File: src/rtl/fuzz_seq_if.sv
// fuzz_seq bus bundle: start/crisp inputs, parameter-bank write port,
// shared trapezoid-evaluator operands/result, and registered memberships.
interface fuzz_seq_if;
  logic               start;
  logic signed [7:0]  x0;
  logic signed [7:0]  x1;

  logic               cfg_we;
  logic        [4:0]  cfg_addr;
  logic signed [7:0]  cfg_data;

  logic signed [7:0]  tz_x;
  logic signed [7:0]  tz_a;
  logic signed [7:0]  tz_b;
  logic signed [7:0]  tz_c;
  logic signed [7:0]  tz_d;
  logic        [15:0] tz_mu;

  logic        [15:0] mu_neg0;
  logic        [15:0] mu_zero0;
  logic        [15:0] mu_pos0;
  logic        [15:0] mu_neg1;
  logic        [15:0] mu_zero1;
  logic        [15:0] mu_pos1;

  logic               busy;
  logic               done;
  logic               cfg_err;

  // Sequencer side
  modport slave (
    input  start, x0, x1, cfg_we, cfg_addr, cfg_data, tz_mu,
    output tz_x, tz_a, tz_b, tz_c, tz_d,
           mu_neg0, mu_zero0, mu_pos0, mu_neg1, mu_zero1, mu_pos1,
           busy, done, cfg_err
  );

  // Controller / evaluator side
  modport master (
    output start, x0, x1, cfg_we, cfg_addr, cfg_data, tz_mu,
    input  tz_x, tz_a, tz_b, tz_c, tz_d,
           mu_neg0, mu_zero0, mu_pos0, mu_neg1, mu_zero1, mu_pos1,
           busy, done, cfg_err
  );
endinterface

File: src/rtl/fuzz_seq.sv
// fuzz_seq: fuzzifier sequencer. Walks six membership slots (neg/zero/pos
// for each of two inputs) through one shared trapezoid evaluator, one slot
// per cycle, and registers each result.
//
// state | meaning
// IDLE  | waiting for start; operands show slot 0; bank writable
// EVAL  | slot k on the evaluator; result captured each edge, k advances
// DONE  | one-cycle completion pulse, then back to IDLE
module fuzz_seq #(
  parameter bit RST_DEFAULTS = 1'b1
) (
  input  logic       clk,
  input  logic       rst,
  fuzz_seq_if.slave  io
);

  localparam logic [1:0] IDLE = 2'd0;
  localparam logic [1:0] EVAL = 2'd1;
  localparam logic [1:0] DONE = 2'd2;

  // Reset-time default trapezoid table, same for both inputs.
  function automatic logic signed [7:0] dflt(input int a);
    int s;
    int p;
    s = (a / 4) % 3;
    p = a % 4;
    dflt = 8'sd0;
    case (s)
      0: case (p)
           0, 1:    dflt = -8'sd128;
           2:       dflt = -8'sd64;
           default: dflt = 8'sd0;
         endcase
      1: case (p)
           0:       dflt = -8'sd64;
           3:       dflt = 8'sd64;
           default: dflt = 8'sd0;
         endcase
      default: case (p)
           0:       dflt = 8'sd0;
           1:       dflt = 8'sd64;
           default: dflt = 8'sd127;
         endcase
    endcase
  endfunction

  logic [1:0]        state_q, state_d;
  logic [2:0]        k_q, k_d;
  logic signed [7:0] xr0_q, xr1_q;
  logic signed [7:0] bank_q [24];
  logic [15:0]       mu_q [6];
  logic              cfg_err_q;
  // A write accepted together with start is parked here and committed at
  // the end of the pass so the pass in flight keeps the old operands.
  logic              pend_q;
  logic [4:0]        pend_addr_q;
  logic signed [7:0] pend_data_q;

  logic       busy;
  logic       start_acc;
  logic       cfg_ok;
  logic [2:0] slot;
  logic [4:0] base;

  assign busy      = (state_q != IDLE);
  assign start_acc = (state_q == IDLE) && io.start;
  assign cfg_ok    = io.cfg_we && !busy && (io.cfg_addr < 5'd24);
  assign slot      = (state_q == EVAL) ? k_q : 3'd0;
  assign base      = {slot, 2'b00};

  // Operand mux onto the shared evaluator.
  assign io.tz_x = ((state_q == EVAL) && (k_q >= 3'd3)) ? xr1_q : xr0_q;
  assign io.tz_a = bank_q[base];
  assign io.tz_b = bank_q[base + 5'd1];
  assign io.tz_c = bank_q[base + 5'd2];
  assign io.tz_d = bank_q[base + 5'd3];

  assign io.mu_neg0  = mu_q[0];
  assign io.mu_zero0 = mu_q[1];
  assign io.mu_pos0  = mu_q[2];
  assign io.mu_neg1  = mu_q[3];
  assign io.mu_zero1 = mu_q[4];
  assign io.mu_pos1  = mu_q[5];
  assign io.busy     = busy;
  assign io.done     = (state_q == DONE);
  assign io.cfg_err  = cfg_err_q;

  // Next state and slot index.
  always_comb begin
    state_d = state_q;
    k_d     = k_q;
    case (state_q)
      IDLE: if (io.start) begin
        state_d = EVAL;
        k_d     = 3'd0;
      end
      EVAL: begin
        k_d = k_q + 3'd1;
        if (k_q == 3'd5) state_d = DONE;
      end
      DONE:    state_d = IDLE;
      default: state_d = IDLE;
    endcase
  end

  // State, input capture, membership capture and parameter bank.
  always_ff @(posedge clk) begin
    if (rst) begin
      state_q     <= IDLE;
      k_q         <= 3'd0;
      xr0_q       <= 8'sd0;
      xr1_q       <= 8'sd0;
      cfg_err_q   <= 1'b0;
      pend_q      <= 1'b0;
      pend_addr_q <= 5'd0;
      pend_data_q <= 8'sd0;
      for (int i = 0; i < 6; i++) mu_q[i] <= 16'd0;
      for (int i = 0; i < 24; i++) bank_q[i] <= RST_DEFAULTS ? dflt(i) : 8'sd0;
    end else begin
      state_q   <= state_d;
      k_q       <= k_d;
      cfg_err_q <= io.cfg_we && !cfg_ok;
      if (start_acc) begin
        xr0_q <= io.x0;
        xr1_q <= io.x1;
      end
      if (state_q == EVAL) mu_q[k_q] <= io.tz_mu;
      if (cfg_ok) begin
        if (io.start) begin
          pend_q      <= 1'b1;
          pend_addr_q <= io.cfg_addr;
          pend_data_q <= io.cfg_data;
        end else begin
          bank_q[io.cfg_addr] <= io.cfg_data;
        end
      end
      if ((state_q == DONE) && pend_q) begin
        bank_q[pend_addr_q] <= pend_data_q;
        pend_q              <= 1'b0;
      end
    end
  end

endmodule

File: src/flat_wrapper.sv
// flat-port wrapper written by rule: the top's interface ports become plain ports
module fuzz_seq_flat 
#(
  parameter bit RST_DEFAULTS = 1'b1
)
  (clk, rst, io_start, io_x0, io_x1, io_cfg_we, io_cfg_addr, io_cfg_data, io_tz_mu, io_tz_x, io_tz_a, io_tz_b, io_tz_c, io_tz_d, io_mu_neg0, io_mu_zero0, io_mu_pos0, io_mu_neg1, io_mu_zero1, io_mu_pos1, io_busy, io_done, io_cfg_err);
  fuzz_seq_if io_i ();
  input  logic clk;
  input  logic rst;
  input wire logic [$bits(io_i.start)-1:0] io_start;
  input wire logic [$bits(io_i.x0)-1:0] io_x0;
  input wire logic [$bits(io_i.x1)-1:0] io_x1;
  input wire logic [$bits(io_i.cfg_we)-1:0] io_cfg_we;
  input wire logic [$bits(io_i.cfg_addr)-1:0] io_cfg_addr;
  input wire logic [$bits(io_i.cfg_data)-1:0] io_cfg_data;
  input wire logic [$bits(io_i.tz_mu)-1:0] io_tz_mu;
  output wire logic [$bits(io_i.tz_x)-1:0] io_tz_x;
  output wire logic [$bits(io_i.tz_a)-1:0] io_tz_a;
  output wire logic [$bits(io_i.tz_b)-1:0] io_tz_b;
  output wire logic [$bits(io_i.tz_c)-1:0] io_tz_c;
  output wire logic [$bits(io_i.tz_d)-1:0] io_tz_d;
  output wire logic [$bits(io_i.mu_neg0)-1:0] io_mu_neg0;
  output wire logic [$bits(io_i.mu_zero0)-1:0] io_mu_zero0;
  output wire logic [$bits(io_i.mu_pos0)-1:0] io_mu_pos0;
  output wire logic [$bits(io_i.mu_neg1)-1:0] io_mu_neg1;
  output wire logic [$bits(io_i.mu_zero1)-1:0] io_mu_zero1;
  output wire logic [$bits(io_i.mu_pos1)-1:0] io_mu_pos1;
  output wire logic [$bits(io_i.busy)-1:0] io_busy;
  output wire logic [$bits(io_i.done)-1:0] io_done;
  output wire logic [$bits(io_i.cfg_err)-1:0] io_cfg_err;
  assign io_i.start = io_start;
  assign io_i.x0 = io_x0;
  assign io_i.x1 = io_x1;
  assign io_i.cfg_we = io_cfg_we;
  assign io_i.cfg_addr = io_cfg_addr;
  assign io_i.cfg_data = io_cfg_data;
  assign io_i.tz_mu = io_tz_mu;
  assign io_tz_x = io_i.tz_x;
  assign io_tz_a = io_i.tz_a;
  assign io_tz_b = io_i.tz_b;
  assign io_tz_c = io_i.tz_c;
  assign io_tz_d = io_i.tz_d;
  assign io_mu_neg0 = io_i.mu_neg0;
  assign io_mu_zero0 = io_i.mu_zero0;
  assign io_mu_pos0 = io_i.mu_pos0;
  assign io_mu_neg1 = io_i.mu_neg1;
  assign io_mu_zero1 = io_i.mu_zero1;
  assign io_mu_pos1 = io_i.mu_pos1;
  assign io_busy = io_i.busy;
  assign io_done = io_i.done;
  assign io_cfg_err = io_i.cfg_err;
  fuzz_seq #(.RST_DEFAULTS(RST_DEFAULTS)) u_core (.clk(clk), .rst(rst), .io(io_i));
endmodule
File: config.mk
export PLATFORM = sky130hd
export DESIGN_NAME = fuzz_seq_flat
export DESIGN_NICKNAME = d
export VERILOG_FILES = /design/src/rtl/fuzz_seq_if.sv /design/src/rtl/fuzz_seq.sv /design/src/flat_wrapper.sv
export SDC_FILE = /design/constraint.sdc
export NUM_CORES = 1
export LEC_CHECK = 0
export ABC_CLOCK_PERIOD_IN_PS = 3000
export CORE_ASPECT_RATIO = 0.8
export CORE_MARGIN = 3
export CORE_UTILIZATION = 40
export CTS_CLUSTER_DIAMETER = 80
export DETAILED_ROUTE_END_ITERATION = 8
export HOLD_SLACK_MARGIN = 0.08
export PLACE_DENSITY = 0.64
export SETUP_SLACK_MARGIN = 0.05
export SLEW_MARGIN = 40
export SYNTH_ARGS = -nofsm -noshare
export SYNTH_HDL_FRONTEND = slang
export SYNTH_SLANG_ARGS = --single-unit
File: constraint.sdc
create_clock -name clk -period 3 [get_ports clk]
set_input_delay 0.6 -clock clk [delete_from_list [all_inputs] [get_ports clk]]
set_output_delay 0.6 -clock clk [all_outputs]
set_load 0.05 [all_outputs]
# Word level (Yosys, flattened, before mapping)
# Memories as Yosys holds them, arrays and structs flattened.
# Cells that the tools add are included.
[classes] addsub=4 n_lt_le_gt_ge=2 n_eq_ne=5 n_mux=33 n_reduce_logical=18
[ops] cell="two-way mux 8 bit" count=8
[ops] cell="two-way mux 16 bit" count=1
[ops] cell="OR reduction 16 bit" count=1
[ops] cell="OR reduction 8 bit" count=2
[ops] cell="two-way mux 1 bit" count=15
[ops] cell="adder 5 x 2 -> 5 bit (second input constant)" count=2
[ops] cell="two-way mux 5 bit" count=2
[ops] cell="two-way mux 3 bit" count=3
[ops] cell="logical AND 1 bit" count=6
[ops] cell="case mux 3 bit (2 select lines)" count=1
[ops] cell="AND reduction 2 bit" count=3
[ops] cell="adder 5 x 1 -> 5 bit (second input constant)" count=1
[ops] cell="less-than comparator 5 bit (second input constant)" count=1
[ops] cell="two-way mux 2 bit" count=2
[ops] cell="case mux 2 bit (2 select lines)" count=1
[ops] cell="nonzero test 2 bit" count=2
[ops] cell="adder 3 x 1 -> 3 bit (second input constant)" count=1
[ops] cell="== test 3 bit (second input constant)" count=1
[ops] cell=">= comparator 3 x 2 -> 1 bit (second input constant)" count=1
[ops] cell="== test 2 x 1 -> 1 bit (second input constant)" count=1
[ops] cell="== test 2 bit (second input constant)" count=1
[ops] cell="zero test 1 bit" count=2
[ops] cell="zero test 2 bit" count=1
[ops] cell="!= test 2 x 1 -> 1 bit (second input constant)" count=1
[ops] cell="2 further kinds" count=2
[word_totals] ff_bits=36 mem_bits_rw=288 input_bits=49 output_inout_bits=139 wordCells=72 memories=2
[mem_list] name="u_core.bank_q" words=24 width=8 rd=4 rd_clocked_by_memory_dff=0 wr=24 line_no="fuzz_seq.sv:50" text="logic signed [7:0] bank_q [24];"
[mem_list] name="u_core.mu_q" words=6 width=16 rd=6 rd_clocked_by_memory_dff=0 wr=6 line_no="fuzz_seq.sv:51" text="logic [15:0] mu_q [6];"

# Logic depth before layout (Yosys ltp)
[logic_depth] word_depth=10 mapped_depth=7 mapped_depth_nobuf=5

# Worst setup path before layout
# No wires, ideal clock.
[synth_timing] kind="register to output" startpoint="register u_core.state_q[0]" endpoint="output port io_tz_a[0]" arrival_ns=2.148 t_required_ns=2.400 slack_ns=0.252 stages_incl_launch_ff=8 path_buffers=4 path_cell_list="dfxtp_1 > buf_6 > clkbuf_1 > nor2b_1 > buf_2 > buf_2 > o221ai_1 > o22ai_1"
[synth_via] elab_chain_len=3
[synth_lines] element="start: declaration" line_no="fuzz_seq.sv:47" text="logic [1:0] state_q, state_d;"
[synth_lines] element="start signal: assignment" line_no="fuzz_seq.sv:120" text="state_q <= state_d;"
[synth_lines] element="== test 2 x 1 -> 1 bit" line_no="fuzz_seq.sv:68" text="assign slot = (state_q == EVAL) ? k_q : 3'd0;"
[synth_lines] element="two-way mux 3 bit" line_no="fuzz_seq.sv:68"
[synth_lines] element="memory read (24 x 8 bit)"
[synth_lines] element="end: declaration" line_no="flat_wrapper.sv:18" text="output wire logic [$bits(io_i.tz_a)-1:0] io_tz_a;"
# No other way between the ends.

# Worst setup path after layout
[layout_timing] startpoint="register u_core.k_q[2]" endpoint="output port io_tz_d[5]"
[layout_via] elab_chain_len=3
[layout_lines] element="start: declaration" line_no="fuzz_seq.sv:48" text="logic [2:0] k_q, k_d;"
[layout_lines] element="start signal: assignment" line_no="fuzz_seq.sv:121" text="k_q <= k_d;"
[layout_lines] element="two-way mux 3 bit" line_no="fuzz_seq.sv:68"
[layout_lines] element="adder 5 x 2 -> 5 bit" line_no="fuzz_seq.sv:76" text="assign io.tz_d = bank_q[base + 5'd3];"
[layout_lines] element="memory read (24 x 8 bit)"
[layout_lines] element="end: declaration" line_no="flat_wrapper.sv:21" text="output wire logic [$bits(io_i.tz_d)-1:0] io_tz_d;"
# No other way between the ends.

==> reports/qor.yml <==
sta:
  finalCriticalPeriod_ns: 2.916
  slew-limit-headroom_pct: 43.23
  clock_skew_ns: 0.01632
  finalSetupViolations: 0
  final-hold-violation-count: 0
  hold_slack_ns: 0.4512
  worst_slew_pin_slew_ns: 0.8337
  slew_violations: 0
  rsz0062_at_grt: "true"
  min_period_over_period_pct: 97.20
  fmax_mhz: 342.9
  tns_ns: 0
cts:
  cts_root_buf: "clkbuf_16"
  numCtsBuffers: 42
  worstSkewPairLatency_ns: 0.57
  postCtsHoldBufs: 0
  cts_sinks: 388
  h-tree-depth: 2
  cts_tree: "yes"
  clockBufferDepth: 3
  clk_pin_slew_ns: 0.06
synthesis:
  ys_ff_latch: 388
  synth_top_cell_by_area: "edfxtp_1"
  synth_area_leaders: "edfxtp_1 (58%), a211oi_1 (6.2%), dfxtp_1 (4.0%)"
  synth_top_area_share_pct: 58.33
  yosysUniqueCellTypes: 53
  synth-async-reset-ratio_pct: 0
  synth_edf_count: 352
  netlist_area_mm2: 0.01812
  avgSynthCellArea_um2: 12.92
  ys_seq_area_share_pct: 62.30
  synthTopCellsByCount: "edfxtp_1 (352), a211oi_1 (150), clkbuf_1 (101), a21oi_1 (76), nor2_1 (67)"
  yosysWarnings: 0
  synth_ff_type: "edfxtp_1"
  syn_inst: 1403
  synth.most_common_cell: "edfxtp_1"
  mappedNetlistNets: 1455
finish:
  register_area_mm2: 0.01131
  fill_cells: 3785
  final_nets: 1655
  syn2layout_area_growth_pct: 26.44
  multiInputGateArea_mm2: 0.006227
  post_route_cells_drive_above_1_share_pct: 25.32
  n_antenna_cell: 0
  fin_cells: 2238
power_and_ir_drop:
  leakage_nw: 7.504
  pwr_density_cell_mw_per_mm2: 549.4
  peakVddDrop_v: 0.0003525
grt:
  grt_overflow: 0
  grt_pass1_wl_um: 82600
  grtUsageTotal_pct: 22.66
  grt_max_degree: 72
  first_global_vias: 12520
  antenna_found_initial: 0
critical_path:
  worstSetupPathType: "reg -> out"
  path_max_fanout: 24
  startpoint_type: "flop"
  endpoint_kind: "primary output"
  crit_arrival_ns: 2.32
  rrSetupSlack_ns: 0.27
  required_ns: 2.40
die:
  die-area_mm2: 0.04791
  die-height_um: 196.4
  start_util_pct: 40.68
  chipWidth_um: 244.0
  ioPinCount: 188
  core_mm2: 0.04455
  num_rows: 69
drt:
  drc_errors: 0
  antenna_left: 0
  wl_per_cell_um: 25.16
  drt-initial-drc-count: 1826
  via_per_inst: 5.914
  via_count: 13240
  first_pass_iters: 6
  wl_um: 56300
place:
  gp_congestion: 0.8312
  dp_cells: 2145
  dp_hpwl_um: 37360
  numPortBuffers: 187
status:
  status: "complete, no violations"
hold_path:
  hold_path_class: "reg -> reg"
run:
  max_cap_viol_count: 0
layout by cell type (no fill, tap or decap), types with 44 or more instances in the layout:
cell / n
a211oi_1: 143
a21oi_1: 76
buf_4: 137
clkdlybuf4s50_1: 144
edfxtp_1: 352
mux2_2: 45
nand2_1: 54
nor2_1: 67
o211ai_1: 44
o221ai_1: 56
where the power goes:
part	switching (W)	internal [W]
Sequential	0.0000722	0.00604
Combinational	0.00101	0.000488
Clock	0.00215	0.00283
Total	0.00323	0.00935
timing repair:
item | CTS | global route
buffers inserted | 9 | 6
gates cloned | 2 | 0
gates resized for setup | 32 | 21
hold endpoints to repair | 0 | 0
pin swaps | 13 | 12
endpoints found under the setup margin | 40 | 38
layout make-up:
class	instances	share of cell area [%]
flip-flops and latches	388	49.35
multi-input cells	820	27.18
repair buffers	324	14.08
clock buffers	54	4.893
well taps	603	3.293
clock inverters	22	0.7699
inverters	27	0.4423
per-stage QoR:
stage | worst slack [ns] | util, % | total power (W) | instance area [um2]
final | 0.08389 | 51.44 | 0.01259 | 22910
after global routing | 0.008695 | 51.44 | 0.01294 | 22910
after CTS | 0.02138 | 51.12 | 0.01264 | 22770
after detailed placement | 0.1609 | 47.58 | 0.007675 | 21200
after global placement | 0.2166 | 47.58 | 0.007658 | 21200
after floorplan | 0.2521 | - | 0.007046 | 18120
flip-flops by register name, indices dropped and copies added (netlist names):
signal              count
u_core.bank_q         256
u_core.io.cfg_err       1
u_core.state_q          2
u_core.pend_addr_q      5
u_core.xr0_q            8
u_core.mu_q            96
u_core.xr1_q            8
u_core.k_q              3
u_core.pend_q           1
u_core.pend_data_q      8
layer usage:
metal / global-route usage [%] / share of wire, % / vias up
met5: 0 / 0 / -
met4: 7.168 / 3.0 / 0
met3: 4.557 / 8.7 / 101
met2: 33.47 / 45 / 663
met1: 33.69 / 43 / 6567
li1: - / - / 5904
path summary, 6_finish.rpt:
path / end / startpoint / cells after the start
setup reg to reg: u_core.bank_q[29][1] / u_core.state_q[1] / 7
setup / recovery: io_tz_d[5] / u_core.k_q[2] / 5
hold reg to reg: u_core.xr1_q[0] / u_core.xr1_q[0] / 2
hold / removal: u_core.xr1_q[0] / u_core.xr1_q[0] / 2
cells by family (layout without fill, tap and decap cells):
group                    Yosys count  after routing  synth area share, %
AO/OA/AOI/OAI                    441            441                18.17
flip-flops                       388            388                62.30
AND/OR/NAND/NOR                  314            314                10.43
buffers and inverters            195            427                4.805
multiplexers                      62             62                4.087
adder cells (fa/ha/maj)            3              3               0.2071
critical path, stage by stage (launching register included):
cell      delay, ns
dfxtp_4        0.40
or2_2          0.46
buf_12         0.23
o221ai_1       0.26
o22ai_1        0.17
buf_4          0.23
Note: power is estimated with default switching activity, not from simulation.
